### src/rtl/riscv_prog_loader_pkg.sv
// riscv_prog_loader_pkg: loader FSM state encodings and the default frame start byte.
package riscv_prog_loader_pkg;
   typedef enum logic [2:0] {S_IDLE, S_COUNT, S_DATA, S_WRITE, S_CHECK} state_t;
   localparam logic [7:0] SYNC_DEFAULT = 8'hA5;
endpackage

### src/rtl/riscv_prog_loader.sv
// riscv_prog_loader: framed byte-stream loader that writes 32-bit words into instruction memory
// and holds the core in reset until a frame with a good XOR checksum has been loaded.
module riscv_prog_loader
   import riscv_prog_loader_pkg::*;
#(
   parameter int         ADDR_W  = 4,
   parameter logic [7:0] SYNC    = SYNC_DEFAULT,
   parameter int         TIMEOUT = 1000
) (
   input  logic              clk,
   input  logic              rst,
   input  logic [7:0]        rx_data,
   input  logic              rx_valid,
   output logic              rx_ready,
   output logic              imem_we,
   output logic [ADDR_W-1:0] imem_addr,
   output logic [31:0]       imem_wdata,
   output logic              core_hold,
   output logic              done,
   output logic              err,
   output logic [ADDR_W:0]   words_loaded
);
   localparam int TW    = $clog2(TIMEOUT + 1);
   localparam int DEPTH = 2 ** ADDR_W;
   state_t            r_state, w_next;
   logic              r_run, r_hold, r_done, r_err;
   logic [1:0]        r_k;
   logic [ADDR_W:0]   r_n, r_cnt, r_loaded;
   logic [ADDR_W-1:0] r_addr;
   logic [31:0]       r_word;
   logic [7:0]        r_chk;
   logic [TW-1:0]     r_idle;
   logic              w_acc, w_sync, w_bad_n, w_in_frame, w_tmo, w_last;
   // r_run keeps rx_ready low while reset is held and for the first cycle after it
   assign rx_ready     = r_run && r_state != S_WRITE;
   assign w_acc        = rx_valid && rx_ready;
   assign w_sync       = w_acc && r_state == S_IDLE && rx_data == SYNC;
   assign w_bad_n      = rx_data == 8'd0 || int'(rx_data) > DEPTH;
   assign w_in_frame   = r_state == S_COUNT || r_state == S_DATA || r_state == S_CHECK;
   assign w_tmo        = w_in_frame && !w_acc && r_idle == TW'(TIMEOUT - 1);
   assign w_last       = r_cnt + 1'b1 == r_n;
   assign imem_we      = r_state == S_WRITE;
   assign imem_addr    = r_addr;
   assign imem_wdata   = r_word;
   assign core_hold    = r_hold || w_sync;
   assign done         = r_done;
   assign err          = r_err;
   assign words_loaded = r_loaded;
   always_comb begin
      w_next = r_state;
      if (w_tmo)
         w_next = S_IDLE;
      else
         case (r_state)
            S_IDLE:  w_next = w_sync ? S_COUNT : S_IDLE;
            S_COUNT: w_next = !w_acc ? S_COUNT : (w_bad_n ? S_IDLE : S_DATA);
            S_DATA:  w_next = (w_acc && r_k == 2'd3) ? S_WRITE : S_DATA;
            S_WRITE: w_next = w_last ? S_CHECK : S_DATA;
            S_CHECK: w_next = w_acc ? S_IDLE : S_CHECK;
            default: w_next = S_IDLE;
         endcase
   end
   always_ff @(posedge clk or posedge rst)
      if (rst) r_state <= S_IDLE;
      else     r_state <= w_next;
   always_ff @(posedge clk or posedge rst) begin
      if (rst) begin
         r_run    <= 1'b0;
         r_hold   <= 1'b1;
         r_done   <= 1'b0;
         r_err    <= 1'b0;
         r_k      <= '0;
         r_n      <= '0;
         r_cnt    <= '0;
         r_loaded <= '0;
         r_addr   <= '0;
         r_word   <= '0;
         r_chk    <= '0;
         r_idle   <= '0;
      end else begin
         r_run  <= 1'b1;
         r_done <= 1'b0;
         if (!w_in_frame || w_acc)
            r_idle <= '0;
         else
            r_idle <= r_idle + 1'b1;
         if (w_tmo)
            r_err <= 1'b1;
         if (w_sync) begin
            r_err  <= 1'b0;
            r_chk  <= '0;
            r_hold <= 1'b1;
         end
         if (r_state == S_COUNT && w_acc) begin
            if (w_bad_n)
               r_err <= 1'b1;
            else begin
               r_n    <= (ADDR_W + 1)'(rx_data);
               r_k    <= '0;
               r_cnt  <= '0;
               r_addr <= '0;
            end
         end
         if (r_state == S_DATA && w_acc) begin
            r_word[{r_k, 3'b000} +: 8] <= rx_data;
            r_chk                      <= r_chk ^ rx_data;
            r_k                        <= r_k + 2'd1;
         end
         // the address wraps to 0 after a full-depth frame; nothing reads it until the next frame
         if (r_state == S_WRITE) begin
            r_addr <= r_addr + 1'b1;
            r_cnt  <= r_cnt + 1'b1;
         end
         if (r_state == S_CHECK && w_acc) begin
            if (rx_data == r_chk) begin
               r_done   <= 1'b1;
               r_loaded <= r_n;
               r_hold   <= 1'b0;
            end else
               r_err <= 1'b1;
         end
      end
   end
endmodule
### config.mk
export PLATFORM = sky130hd
export DESIGN_NAME = riscv_prog_loader
export DESIGN_NICKNAME = d
export VERILOG_FILES = /design/src/rtl/riscv_prog_loader_pkg.sv /design/src/rtl/riscv_prog_loader.sv
export SDC_FILE = /design/constraint.sdc
export NUM_CORES = 1
export LEC_CHECK = 0
export CAP_MARGIN = 10
export CORE_MARGIN = 2
export CORE_UTILIZATION = 63
export DETAILED_ROUTE_END_ITERATION = 10
export DONT_BUFFER_PORTS = 1
export PLACE_DENSITY = 0.89
export RECOVER_POWER = 100
export SYNTH_ARGS = -nofsm -noshare
export SYNTH_HDL_FRONTEND = slang
export SYNTH_SLANG_ARGS = --single-unit
### constraint.sdc
create_clock -name clk -period 2.7 [get_ports clk]
set_input_delay 0.135 -clock clk [delete_from_list [all_inputs] [get_ports clk]]
set_output_delay 0.135 -clock clk [all_outputs]
set_load 0.01 [all_outputs]
==> impl.org <==
** STA
- Finish-stage setup viols :: 0
- For the final routed database, the setup TNS stands at 0 ps.
- The final max-slew violation count is 0.
- Clock skew on the completed layout was measured at approximately 11 ps.
- Setup repair after global routing left no endpoint under its margin.
- Minimum period implied by the final worst setup slack :: 2170 ps
- For the pin with the worst max-slew slack, the measured transition is approximately 940 ps.
- Hold is met by approximately 28 ps.
- The worst pin sits at a relative slew slack of a little under two fifths.
- Hold violation total from the final report :: 0
- Part of the cycle the worst path needs :: between 80 and 90%
- Static timing analysis puts the maximum clock frequency at 461 MHz.

** Synth
- Area of the mapped netlist :: between 3000 and 4000 sq um
- Counting distinct cell types in the post-synthesis netlist gives 40.
- Cells after Synth :: a little under 400
- Synthesis warning total :: 0
- Each instance of the synthesized netlist takes up on average roughly 9.2 sq um.
- After synthesis the netlist holds a flip-flop and latch count of 78.
- Sequential share of the synthesized area :: 53.6%
- Yosys top cell by area :: dfrtp_1
- The number of nets handed over by synthesis was 415.
- Leading post-synthesis cells by cell area :: dfrtp_1 53%, nand2_1 11%, o21ai_0 7.6%, xnor2_1 3.8%, ha_1 2.7%
- Area share of the largest cell type after synthesis :: about 53%

** Setup path
- The worst register-to-register path begins at r_state[0].
- STA classifies the critical path startpoint as a register.
- Setup slack on the worst reg-to-reg path comes out at approximately 530 ps.
- Capture point of the worst path :: words_loaded[1]
- Critical path, cell by cell :: nor2_1 > nand4_1 > nor3_1 > mux2_2
- Tracing the worst setup path back leads to its startpoint at r_state[0].
- Highest-delay cell along the critical path :: nor3_1
- In this run the worst path has a maximum fanout of 8.
- Gate family responsible for the most delay along the worst path :: simple AND/OR/NAND/NOR gates
- Critical path arrival :: around 2400 ps
- Kind of end point of the critical path :: register
- FF-to-FF path depth :: 4
- Longest individual stage delay on the worst path :: 800 ps
- Reg-to-Reg End :: words_loaded[1]
- Path type of the worst setup path :: reg2reg
- WP buf/inv :: 0
- The critical path crosses 4 cells after its start point.
- At the worst endpoint, the required time is 2930 ps.

** Global routing
- Global-route usage over all layers :: ~28%
- Via count of the first global-routing pass :: approximately 2700
- Wire length of the first global-routing pass :: ~13000 um
- Total gr overflow :: 0
- Pin count of the biggest net entering global routing :: 34
- The initial antenna violation count came to 0.

** Floorplan
- Number of standard-cell rows in the floorplan :: 27
- Once the floorplan was initialized, standard cells occupied between 60% and 70% of the core.
- Die boundary height :: 80.1 um
- Boundary Pins :: between 50 and 60
- Horizontal die dimension :: between 80 and 90 um
- The total area inside the core boundary comes to approximately 5500 sq um.
- Area enclosed by the die boundary :: about 6400 sq um

** Pwr
- Worst supply voltage drop on vdd :: about 0.44 mV
- Per report_power, the clock group accounts for 44.0% of the total.
- In this run the power density over the cells is ~570 nW/um^2.
- The analysis attributes to net switching a power of about 0.49 mW.
- The design draws 2.29 mW.
- Combinational power share :: under 10%
- Sequential group share of total power :: around half
- Net switching is between 20% and 30% of the power.
- Summed over all cells, the static leakage comes to 1.79 nW.
- P_int :: 1.81 mW

** Routing
- The count of nets left with antenna violations once routing finished came out at 0.
- Average via count per standard cell :: approximately 6
- For this block, the initial DRC count from the detailed router was approximately 250.
- Average wire length per cell after detail routing :: ~17 um
- In the routed design, unresolved DRC markers number 0.
- Post-detailed-routing wire length :: a little over 8000 um
- Pre-antenna DRT Iters :: 5
- For this block, the via count after detailed routing is ~2900.

** Clocking
- Clock-pin slew was measured on the worst setup and hold paths at ~80 ps.
- The H-tree generated during clock tree synthesis spans 3 levels.
- Worst-skew pair later-pin latency :: roughly 360 ps
- Maximum count of clock buffers along a single path :: 2
- TritonCTS built the clock tree.
- The tree is rooted in a clkbuf_8.
- The number of setup buffers added after CTS is 0.
- Clock tree synthesis inserted a total of 9 buffers.
- The clock drives between 70 and 80 sinks.

** Placed design
- Once placement finished, the instance area stood at approximately 3700 sq um.
- Number of buffers added on ports :: 0
- Detailed placement finished with a half-perimeter wire length of approximately 5200 um.
- Placer's final routability congestion estimate :: 0.836

** Final layout
- Synth-to-layout area growth :: 10.4%
- After routing the design area is 4020 sq um.
- Number of antenna repair diodes :: 0
- The net count of the finished layout is about 430.
- Ratio of cells with drive above 1 in the final layout :: 7.06%

** Status
- The run finished with clean final reports.

** Run
- Across the run, the number of max-cap violations was 0.

** Min path
- In this run the worst hold path is classified as in2reg.
[logic make-up after synthesis]
| family | count (synthesis) | synth area share, % |
|---|---|---|
| AO/OA/AOI/OAI | 76 | 11.1 |
| XOR/XNOR | 22 | 5.29 |
| adder cells (fa/ha/maj) | 8 | 2.75 |
| buffers and inverters | 24 | 2.68 |
| flip-flops | 78 | 53.6 |
| multiplexers | 10 | 2.92 |
| other | 1 | 0.103 |
| AND/OR/NAND/NOR | 177 | 21.6 |
[how the worst min path moves through the flow]
stage / slack (ps) / to / depth (start not counted) / start
6_report: 30 / r_chk[7] / 3 / rx_data[7]
5_1_grt: 30 / r_chk[0] / 3 / rx_data[0]
4_1_cts: 20 / r_chk[7] / 3 / rx_data[7]
3_5_place_dp: -60 / r_idle[2] / 1 / rst
3_3_place_gp: -70 / r_idle[2] / 1 / rst
2_1_floorplan: 380 / done / 2 / rx_valid
[layout make-up]
class	count	area (sq um)
multi-input combinational	294	1580
timing repair buffer	18	144
tap	72	90.1
inverter	5	18.8
clock inverter	3	65.1
clock buffer	13	169
sequential	78	1950
fill	398	1520
[flip-flops by register name, indices dropped and copies added (netlist names)]
register	flops
r_run	1
imem_addr	4
r_chk	8
r_k	2
r_state	3
r_idle	10
imem_wdata	32
r_n	5
err	1
r_hold	1
done	1
r_cnt	5
words_loaded	5
[synth_stat cells]
cell type,number
a31oi_1,1
ha_1,8
o21a_1,1
nand2_1,105
clkbuf_1,13
or4_4,1
or3_1,4
nor3b_1,3
nor3b_2,1
o31ai_1,1
nand3_1,11
and2_1,2
dfrtp_1,77
a41oi_1,1
and3_1,2
or3b_1,1
nand4b_1,1
a21oi_1,9
mux2i_1,5
inv_1,4
o21ai_0,55
conb_1,1
xor2_1,6
nand2b_1,3
o311ai_0,1
nor3_2,1
nor3_1,6
nor2b_1,4
buf_2,6
clkinv_1,1
xnor2_1,16
a21oi_2,1
o21ai_1,4
o211ai_1,1
a211oi_1,1
nand4_1,6
mux2_2,5
dfstp_2,1
nor2_1,24
nor4_1,2
[worst min-delay path, cell delays in order]
cell and delay [ps]:
nor2_1 70, o21ai_0 70, o21ai_0 70
[placed cells by master (no fill, tap or decap), types with 2 or more instances in the layout]
cell	netlist	layout
nand2_1	105	105
dfrtp_1	77	77
o21ai_0	55	58
nor2_1	24	24
xnor2_1	16	16
clkbuf_8	0	12
nand3_1	11	11
a21oi_1	9	10
dlygate4sd3_1	0	9
ha_1	8	8
nor3_1	6	7
xor2_1	6	6
nand4_1	6	6
mux2i_1	5	5
mux2_2	5	5
buf_4	0	5
nor2b_1	4	4
inv_1	4	4
or3_1	4	4
clkbuf_1	13	4
nand2b_1	3	3
nor3b_1	3	3
nor4_1	2	2
and3_1	2	2
bufinv_16	0	2
[metrics by stage]
| step | worst slack (ps) | instances | util (%) |
|---|---|---|---|
| 4_1_cts | 676 | 483 | 73.0 |
| 2_1_floorplan | 572 | 396 | - |
| 3_3_place_gp | 755 | 458 | 67.2 |
| 5_1_grt | 337 | 483 | 72.6 |
| 3_5_place_dp | 688 | 458 | 67.2 |
| 6_report | 529 | 483 | 72.6 |
[routing by layer]
metal  wire (um)  vias up  global-route usage, %  part of all wire, %
li1            -     1346                      -                    -
met1        3460     1406                   38.1                   42
met2        3870      141                   42.3                   47
met3         733       17                   7.30                  8.9
met4         146        0                   9.66                  1.8
met5           0        -                      0                    0
[repair_timing]
action                     4_1_cts  5_1_grt
resized for setup                0        0
setup endpoints to repair        0        0
hold endpoints to repair       116        0
hold buffers                     9        0
[power by group through the flow]
stage	combinational (mW)	clock [mW]	sequential, mW
floorplan	0.0714	0	1.21
global placement	0.0744	0	1.21
detailed placement	0.0769	0	1.21
CTS	0.102	1.02	1.18
global route	0.112	1.07	1.19
finish	0.100	1.01	1.18
Power figures use the tool's default switching activity.
